$ cat src/rtl/game_pkg.sv
// Shared game constants: direction encoding, tile geometry and movement speeds.
package game_pkg;

    typedef enum logic [1:0] {
        DIR_DOWN  = 2'd0,
        DIR_UP    = 2'd1,
        DIR_LEFT  = 2'd2,
        DIR_RIGHT = 2'd3
    } dir_e;

    localparam logic [4:0] TILE_PX         = 5'd16;
    localparam logic [3:0] STATE_MAIN_GAME = 4'd3;
    localparam logic [4:0] WALK_SPEED      = 5'd1;
    localparam logic [4:0] RUN_SPEED       = 5'd2;

endpackage

$ cat src/rtl/tile_target_calc.sv
// Neighbouring tile in a given direction, flagging moves that leave the map.
module tile_target_calc
    import game_pkg::*;
#(
    parameter int unsigned MAP_W = 64,
    parameter int unsigned MAP_H = 64
) (
    input  logic [5:0] tile_x,
    input  logic [5:0] tile_y,
    input  logic [1:0] dir,
    output logic [5:0] target_x,
    output logic [5:0] target_y,
    output logic       out_of_bounds
);

    // One extra bit so that 63 + 1 is still compared correctly against a 64-wide map.
    localparam logic [6:0] MaxX = 7'(MAP_W);
    localparam logic [6:0] MaxY = 7'(MAP_H);

    always_comb begin
        target_x      = tile_x;
        target_y      = tile_y;
        out_of_bounds = 1'b0;
        unique case (dir_e'(dir))
            DIR_DOWN: begin
                target_y      = tile_y + 6'd1;
                out_of_bounds = ({1'b0, tile_y} + 7'd1) >= MaxY;
            end
            DIR_UP: begin
                target_y      = tile_y - 6'd1;
                out_of_bounds = (tile_y == 6'd0);
            end
            DIR_LEFT: begin
                target_x      = tile_x - 6'd1;
                out_of_bounds = (tile_x == 6'd0);
            end
            DIR_RIGHT: begin
                target_x      = tile_x + 6'd1;
                out_of_bounds = ({1'b0, tile_x} + 7'd1) >= MaxX;
            end
        endcase
    end

endmodule

$ cat src/rtl/map_walker.sv
// Tile-based player movement: collision lookup, 16-pixel step animation and blocked-step bump.
module map_walker
    import game_pkg::*;
#(
    parameter int unsigned MAP_W       = 64,
    parameter int unsigned MAP_H       = 64,
    parameter int unsigned SPAWN_X     = 8,
    parameter int unsigned SPAWN_Y     = 8,
    parameter int unsigned BUMP_FRAMES = 8
) (
    input  logic       Clk,
    input  logic       Reset,
    input  logic       frame_tick,
    input  logic [3:0] state_num,
    input  logic       charIsMoving,
    input  logic       charIsRunning,
    input  logic [1:0] direction,
    output logic       coll_req,
    output logic [5:0] coll_tx,
    output logic [5:0] coll_ty,
    input  logic       coll_ack,
    input  logic       coll_blocked,
    output logic [5:0] tile_x,
    output logic [5:0] tile_y,
    output logic [4:0] step_offset,
    output logic [1:0] step_dir,
    output logic       step_active,
    output logic       bumping
);

    localparam logic [1:0] StIdle  = 2'd0;
    localparam logic [1:0] StQuery = 2'd1;
    localparam logic [1:0] StStep  = 2'd2;
    localparam logic [1:0] StBump  = 2'd3;

    localparam int unsigned BumpW    = (BUMP_FRAMES < 2) ? 1 : $clog2(BUMP_FRAMES + 1);
    localparam logic [BumpW-1:0] BumpLast = BumpW'(BUMP_FRAMES - 1);

    logic [1:0]       state_q, state_d;
    logic [5:0]       tile_x_q, tile_x_d, tile_y_q, tile_y_d;
    logic [5:0]       tgt_x_q, tgt_x_d, tgt_y_q, tgt_y_d;
    logic [4:0]       offset_q, offset_d;
    logic [1:0]       dir_q, dir_d;
    logic             run_q, run_d;
    logic [BumpW-1:0] bump_cnt_q, bump_cnt_d;

    logic [5:0] calc_x, calc_y;
    logic       calc_oob;
    logic       in_game;
    logic [4:0] speed, offset_sum;

    tile_target_calc #(
        .MAP_W(MAP_W),
        .MAP_H(MAP_H)
    ) u_target (
        .tile_x       (tile_x_q),
        .tile_y       (tile_y_q),
        .dir          (direction),
        .target_x     (calc_x),
        .target_y     (calc_y),
        .out_of_bounds(calc_oob)
    );

    assign in_game    = (state_num == STATE_MAIN_GAME);
    assign speed      = run_q ? RUN_SPEED : WALK_SPEED;
    assign offset_sum = offset_q + speed;

    always_comb begin
        state_d    = state_q;
        tile_x_d   = tile_x_q;
        tile_y_d   = tile_y_q;
        tgt_x_d    = tgt_x_q;
        tgt_y_d    = tgt_y_q;
        offset_d   = offset_q;
        dir_d      = dir_q;
        run_d      = run_q;
        bump_cnt_d = bump_cnt_q;

        if (!in_game) begin
            // Leaving the main game abandons any step in flight without committing it.
            state_d    = StIdle;
            offset_d   = 5'd0;
            bump_cnt_d = '0;
        end else begin
            unique case (state_q)
                StIdle: begin
                    if (frame_tick && charIsMoving) begin
                        dir_d      = direction;
                        run_d      = charIsRunning;
                        tgt_x_d    = calc_x;
                        tgt_y_d    = calc_y;
                        offset_d   = 5'd0;
                        bump_cnt_d = '0;
                        state_d    = calc_oob ? StBump : StQuery;
                    end
                end
                StQuery: begin
                    // A frame_tick arriving with the ack is not counted toward the step.
                    if (coll_ack) begin
                        offset_d = 5'd0;
                        state_d  = coll_blocked ? StBump : StStep;
                    end
                end
                StStep: begin
                    if (frame_tick) begin
                        if (offset_sum >= TILE_PX) begin
                            tile_x_d = tgt_x_q;
                            tile_y_d = tgt_y_q;
                            offset_d = 5'd0;
                            state_d  = StIdle;
                        end else begin
                            offset_d = offset_sum;
                        end
                    end
                end
                StBump: begin
                    if (frame_tick) begin
                        if (bump_cnt_q == BumpLast) begin
                            bump_cnt_d = '0;
                            state_d    = StIdle;
                        end else begin
                            bump_cnt_d = bump_cnt_q + 1'b1;
                        end
                    end
                end
            endcase
        end
    end

    always_ff @(posedge Clk) begin
        if (Reset) begin
            state_q    <= StIdle;
            tile_x_q   <= 6'(SPAWN_X);
            tile_y_q   <= 6'(SPAWN_Y);
            tgt_x_q    <= 6'(SPAWN_X);
            tgt_y_q    <= 6'(SPAWN_Y);
            offset_q   <= 5'd0;
            dir_q      <= 2'd0;
            run_q      <= 1'b0;
            bump_cnt_q <= '0;
        end else begin
            state_q    <= state_d;
            tile_x_q   <= tile_x_d;
            tile_y_q   <= tile_y_d;
            tgt_x_q    <= tgt_x_d;
            tgt_y_q    <= tgt_y_d;
            offset_q   <= offset_d;
            dir_q      <= dir_d;
            run_q      <= run_d;
            bump_cnt_q <= bump_cnt_d;
        end
    end

    assign coll_req    = (state_q == StQuery);
    assign coll_tx     = tgt_x_q;
    assign coll_ty     = tgt_y_q;
    assign tile_x      = tile_x_q;
    assign tile_y      = tile_y_q;
    assign step_offset = offset_q;
    assign step_dir    = dir_q;
    assign step_active = (state_q == StStep);
    assign bumping     = (state_q == StBump);

endmodule

$ cat config.mk
export PLATFORM = sky130hd
export DESIGN_NAME = map_walker
export DESIGN_NICKNAME = d
export VERILOG_FILES = /design/src/rtl/game_pkg.sv /design/src/rtl/tile_target_calc.sv /design/src/rtl/map_walker.sv
export SDC_FILE = /design/constraint.sdc
export NUM_CORES = 1
export LEC_CHECK = 0
export BUFFER_PORTS_ARGS = -buffer_cell sky130_fd_sc_hd__buf_4
export CORE_MARGIN = 2
export CORE_UTILIZATION = 58
export CTS_BUF_LIST = sky130_fd_sc_hd__clkbuf_4 sky130_fd_sc_hd__clkbuf_8 sky130_fd_sc_hd__clkbuf_16
export CTS_CLUSTER_SIZE = 20
export DETAILED_ROUTE_END_ITERATION = 8
export PLACE_DENSITY = 0.88
export SLEW_MARGIN = 10
export SYNTH_ARGS = -nofsm -noshare
export SYNTH_HDL_FRONTEND = slang
export SYNTH_SLANG_ARGS = --single-unit
$ cat constraint.sdc
create_clock -name Clk -period 3.85 [get_ports Clk]
set_input_delay 0.385 -clock Clk [delete_from_list [all_inputs] [get_ports Clk]]
set_output_delay 0.385 -clock Clk [all_outputs]
set_load 0.01 [all_outputs]
Word-level counts from Yosys, hierarchy flattened
Cells that the tools add are included.
{"block": "op_classes", "add_sub_neg": 8, "reduce_logical": 13, "bitwise": 1, "multipliers": 0, "n_eq_ne": 14, "mux": 22, "shifts": 0, "div_mod_pow": 0, "order_cmp": 3}
{"operator": "$pmux W6 S2", "count": 2}
{"operator": "$mux W5", "count": 4}
{"operator": "$mux W2", "count": 8}
{"operator": "$pmux W5 S3", "count": 1}
{"operator": "$add A6 B1 Y7 const B", "count": 2}
{"operator": "$ge A7 B7 Y1 const B", "count": 2}
{"operator": "$add A6 B1 Y6 const B", "count": 2}
{"operator": "$logic_not A6 Y1", "count": 2}
{"operator": "$mux W4", "count": 3}
{"operator": "$sub A6 B1 Y6 const B", "count": 2}
{"operator": "$eq A2 B2 Y1 const B", "count": 4}
{"operator": "$pmux W2 S4", "count": 1}
{"operator": "$pmux W4 S2", "count": 1}
{"operator": "$reduce_and A4 Y1", "count": 2}
{"operator": "$ne A2 B1 Y1 const B", "count": 3}
{"operator": "$ne A2 B2 Y1 const B", "count": 3}
{"operator": "$reduce_and A3 Y1", "count": 2}
{"operator": "$reduce_and A6 Y1", "count": 1}
{"operator": "$add A5 B2 Y5", "count": 1}
{"operator": "$ge A5 B5 Y1 const B", "count": 1}
{"operator": "$add A4 B1 Y4 const B", "count": 1}
{"operator": "$eq A2 B1 Y1 const B", "count": 2}
{"operator": "$eq A4 B2 Y1 const B", "count": 1}
{"operator": "$eq A4 B3 Y1 const B", "count": 1}
{"operator": "other kinds (8)", "count": 9}
{"block": "totals", "output_inout_bits": 34, "romBits": 0, "latch_bits": 0, "regBits": 38, "in_bits": 13, "n_memories": 0, "ramBits": 0}

Longest topological paths before layout
{"block": "logic_depth", "depth_word": 6, "mapped_depth": 10, "mapped_depth_nobuf": 9}

Hierarchy
Synthesis repeated with hierarchy kept, for this count alone.
{"block": "hier_totals", "hier_cells": 272, "hier_area_um2": 2402.3}
{"module": "map_walker", "instances": 1, "seq_area_each_um2": 760.7, "cells_per_inst": 190, "area_per_inst_um2": 1796.7}
{"module": "tile_target_calc", "instances": 1, "seq_area_each_um2": 0.0, "cells_per_inst": 82, "area_per_inst_um2": 605.6}

Worst setup path before layout
No wires, ideal clock.
{"block": "synth_path", "path_kind": "input -> register", "startpoint": "input direction[1]", "endpoint": "register tgt_x_q[5], in the netlist coll_tx[5]", "setup_slack_ns": 1.638, "path_stages": 8, "n_path_buf": 1, "required_time_ns": 3.762, "t_arrival_ns": 2.124, "cell_sequence": "buf_4 > nand2_1 > ha_1 > a21o_1 > and4_4 > or4_4 > a21o_1 > a311oi_2"}
{"block": "synth_via", "elab_chain_len": 2, "word_cells_on_any_way": 3, "cone_classes": "2 x eq/ne; 1 x mux"}
{"item": "from (decl)", "line": "map_walker.sv:17", "source": "input logic [1:0] direction,"}
{"item": "$eq A2 B2 Y1", "line": "tile_target_calc.sv:24", "source": "unique case (dir_e'(dir))"}
{"item": "$pmux W6 S2 (*)", "line": "tile_target_calc.sv:24"}
{"item": "to (signal assigned)", "line": "map_walker.sv:135", "source": "tgt_x_q <= 6'(SPAWN_X);"}
{"item": "to (signal assigned)", "line": "map_walker.sv:145", "source": "tgt_x_q <= tgt_x_d;"}
{"item": "to (decl)", "line": "map_walker.sv:41", "source": "logic [5:0] tgt_x_q, tgt_x_d, tgt_y_q, tgt_y_d;"}
Mark *: on every way between the ends. The rest lies on a longest branch, timed or not.
A chain may end at the register's enable or synchronous reset.

Worst setup path in the final report
{"block": "layout_path", "startpoint": "register run_q", "endpoint": "register tile_y_q[3], in the netlist tile_y[3]"}
{"block": "layout_via", "elab_chain_len": 4}
{"item": "from (decl)", "line": "map_walker.sv:44", "source": "logic run_q, run_d;"}
{"item": "from (signal assigned)", "line": "map_walker.sv:149", "source": "run_q <= run_d;"}
{"item": "$mux W2", "line": "map_walker.sv:65", "source": "assign speed = run_q ? RUN_SPEED : WALK_SPEED;"}
{"item": "$add A5 B2 Y5", "line": "map_walker.sv:66", "source": "assign offset_sum = offset_q + speed;"}
{"item": "$ge A5 B5 Y1", "line": "map_walker.sv:106", "source": "if (offset_sum >= TILE_PX) begin"}
{"item": "$reduce_and A4 Y1 (no source line)"}
{"item": "to (signal assigned)", "line": "map_walker.sv:134", "source": "tile_y_q <= 6'(SPAWN_Y);"}
{"item": "to (signal assigned)", "line": "map_walker.sv:144", "source": "tile_y_q <= tile_y_d;"}
{"item": "to (decl)", "line": "map_walker.sv:40", "source": "logic [5:0] tile_x_q, tile_x_d, tile_y_q, tile_y_d;"}
No other way between the ends.

==> out/metrics.csv <==
stage,metric,value,unit
run_status,outcome,completed,
detailed_routing,vias,1981,
clocking,numCtsBuffers,5,
synth,ys_seq_area_frac,0.350,
synth,yosysTopAreaCellShare,0.350,
detailed_routing,drtPass1Iterations,4,
global_routing,grt_pass1_wl,8.35,mm
sta,setup_viol,0,
synth,synth.area.top_cells,"dfxtp_1, mux2i_1, ha_1",
power,p_leak,1.07,nW
placed_design,place.gp.congestion,0.806,
synth,ys_ff_latch,38,
sta,fmax,0.388,GHz
synth,postSynthAreaPerCell,8.69,um2
clocking,post_cts_buffers,0,
clocking,postCtsHoldBufs,0,
synth,synthTopCellsByCount,"dfxtp_1, nor2_1, nand2_1",
detailed_routing,drt_iter0_markers,158,
cells_and_area,layout.nets,318,
detailed_routing,remaining_drc_errors,0,
flow_run,maxCapViolations,0,
synth,syn_area,2170,um2
sta,rsz0062_at_grt,no,
floorplanning,ioPinCount,47,
global_routing,grt_pass1_vias,1829,
sta,drv_slew,0,
synth,ys_types,48,
clocking,cts_sinks,38,
global_routing,grt-ovfl-total,0,
clocking,clk_latency,0.29,ns
critical_path,critical_path_required,4.03,ns
clocking,ctsResizeCount,0,
critical_path,worstPathMaxFanout,14,
critical_path,path_class,reg -> reg,
synth,synth_cells,250,
clocking,cts_root_buf,clkbuf_8,
clocking,cts_tree,done,
clocking,path_clk_slew,0.07,ns
placed_design,dpl_cell_area,2510,um2
global_routing,grt_max_degree,31,
critical_path,worstSetupEndpointType,flop,
synth,synth_flop_cell,dfxtp_1,
floorplanning,initial_utilization,0.598,
clocking,htree_levels,2,
power,power_density,331,nW/um2
sta,finalCritPeriodShare,0.670,
synth,synth_most_common_cell,dfxtp_1,
placed_design,port_buffers,46,
critical_path,crit_path_start_kind,flop,
detailed_routing,avgRoutedWirePerCell,14.9,um
global_routing,antenna_found_initial,0,
synth,syn-num-nets,277,
floorplanning,rows,22,
synth,synth_edf_count,0,
detailed_routing,drtAntennaViolNets,0,
detailed_routing,via_per_inst,5.83,
sta,clock_skew,0.00681,ns
cells_and_area,antenna_cells,0,
power,max-vdd-ir-drop,0.000174,V
sta,final_hold_viol_count,0,
clocking,clock_tree.buffer_depth,2,
sta,setup_tns,0,ns
global_routing,grtUsageTotal,0.253,
floorplanning,fp.dieH,65.2,um
synth,synthArstFlopShare,0,
sta,max_slew_margin,0.445,
cells_and_area,layout.cells.non_filler,340,
sta,period_minus_slack,2.58,ns
placed_design,dp_hpwl,3.49,mm
cells_and_area,finish.instance_area,2650,um2
cells_and_area,area_delta_synth_final,21.9,%
synth,yosysTopAreaCell,dfxtp_1,
detailed_routing,routed_wl,5.08,mm
floorplanning,core,3630,um2
floorplanning,dieArea,4250,um2
placed_design,dp.cells,332,
power,power.total,0.000878,W
cells_and_area,drive_gt1_frac,0.216,
hold_path,min_path_type,in -> reg,
critical_path,worstPathArrival,2.76,ns
floorplanning,die_width,65.2,um
synth,yosys_warnings,0,
sta,tightest_slew,0.832,ns
==> cells by family after synthesis <==
group / share of synthesized area
AND/OR/NAND/NOR: 0.242
AO/OA/AOI/OAI: 0.168
flip-flops: 0.350
buffers and inverters: 0.0489
multiplexers: 0.0645
adder cells (fa/ha/maj): 0.0910
XOR/XNOR: 0.0363
==> worst max-delay path, stage by stage, from the launching register on <==
cell	delay, ns
dfxtp_1	0.33
inv_1	0.10
ha_1	0.18
inv_1	0.06
fa_1	0.37
nand3b_1	0.18
xor2_1	0.18
nor2_2	0.67
nor2b_1	0.10
a211o_1	0.29
==> through the flow <==
stage                     setup WS (ns)  hold slack [ns]   util
after floorplan                    1.64            0.449      -
after global placement             1.40            0.447  0.690
after detailed placement           1.29            0.468  0.690
after CTS                          1.27            0.334  0.729
after global routing               1.08            0.347  0.729
final                              1.27            0.335  0.729
==> where the power goes <==
part | total, W | switching (W) | internal, W
Clock | 0.000420 | 0.000144 | 0.000276
Sequential | 0.000396 | 0.00000137 | 0.000394
Combinational | 0.0000618 | 0.0000347 | 0.0000272
==> flip-flops by register name, indices dropped and copies added, names as in the netlist <==
register     cells
state_q          2
tile_x           6
step_offset      5
run_q            1
bump_cnt_q       4
step_dir         2
tile_y           6
coll_ty          6
coll_tx          6
==> layout make-up <==
type	instances	area (um2)
multi-input combinational	191	1310
sequential	38	761
clock inverter	2	60.1
inverter	9	33.8
clock buffer	6	82.6
timing repair buffer	46	345
tap	48	60.1
fill	292	985
==> routing by layer <==
layer  wire length [um]  share of wire  global-route usage
met1               2210           0.43               0.318
met2               2540           0.50               0.436
met3                278          0.055              0.0462
met4                 61          0.012              0.0859
met5                  0              0                   0
==> cells in the final DEF (no fill, tap or decap), types with 3 or more instances in the layout <==
cell      count
inv_1         9
nand3b_1      3
dfxtp_1      38
nor2b_1      10
a211o_1       3
ha_1         11
nand3_1       9
mux2i_1      14
o21ai_0       5
a211oi_1      6
fa_1          3
nor3_1        4
a21o_1        7
clkbuf_8      6
xnor2_1       8
nor4_1        4
nor2_1       29
and3_1        3
a21oi_1      18
buf_4        46
nand2_1      23
==> worst paths after layout <==
path | end | start | slack, ns | depth (start not counted)
hold reg to reg | coll_ty[1]$_SDFFE_PP0P_ | coll_ty[1]$_SDFFE_PP0P_ | 0.48 | 2
hold / removal | run_q$_SDFFE_PP0P_ | charIsRunning | 0.34 | 3
setup / recovery | tile_y[3]$_SDFFE_PP1P_ | run_q$_SDFFE_PP0P_ | 1.27 | 9
setup reg to reg | tile_y[3]$_SDFFE_PP1P_ | run_q$_SDFFE_PP0P_ | 1.27 | 9
(Power assumes the default switching activity.)
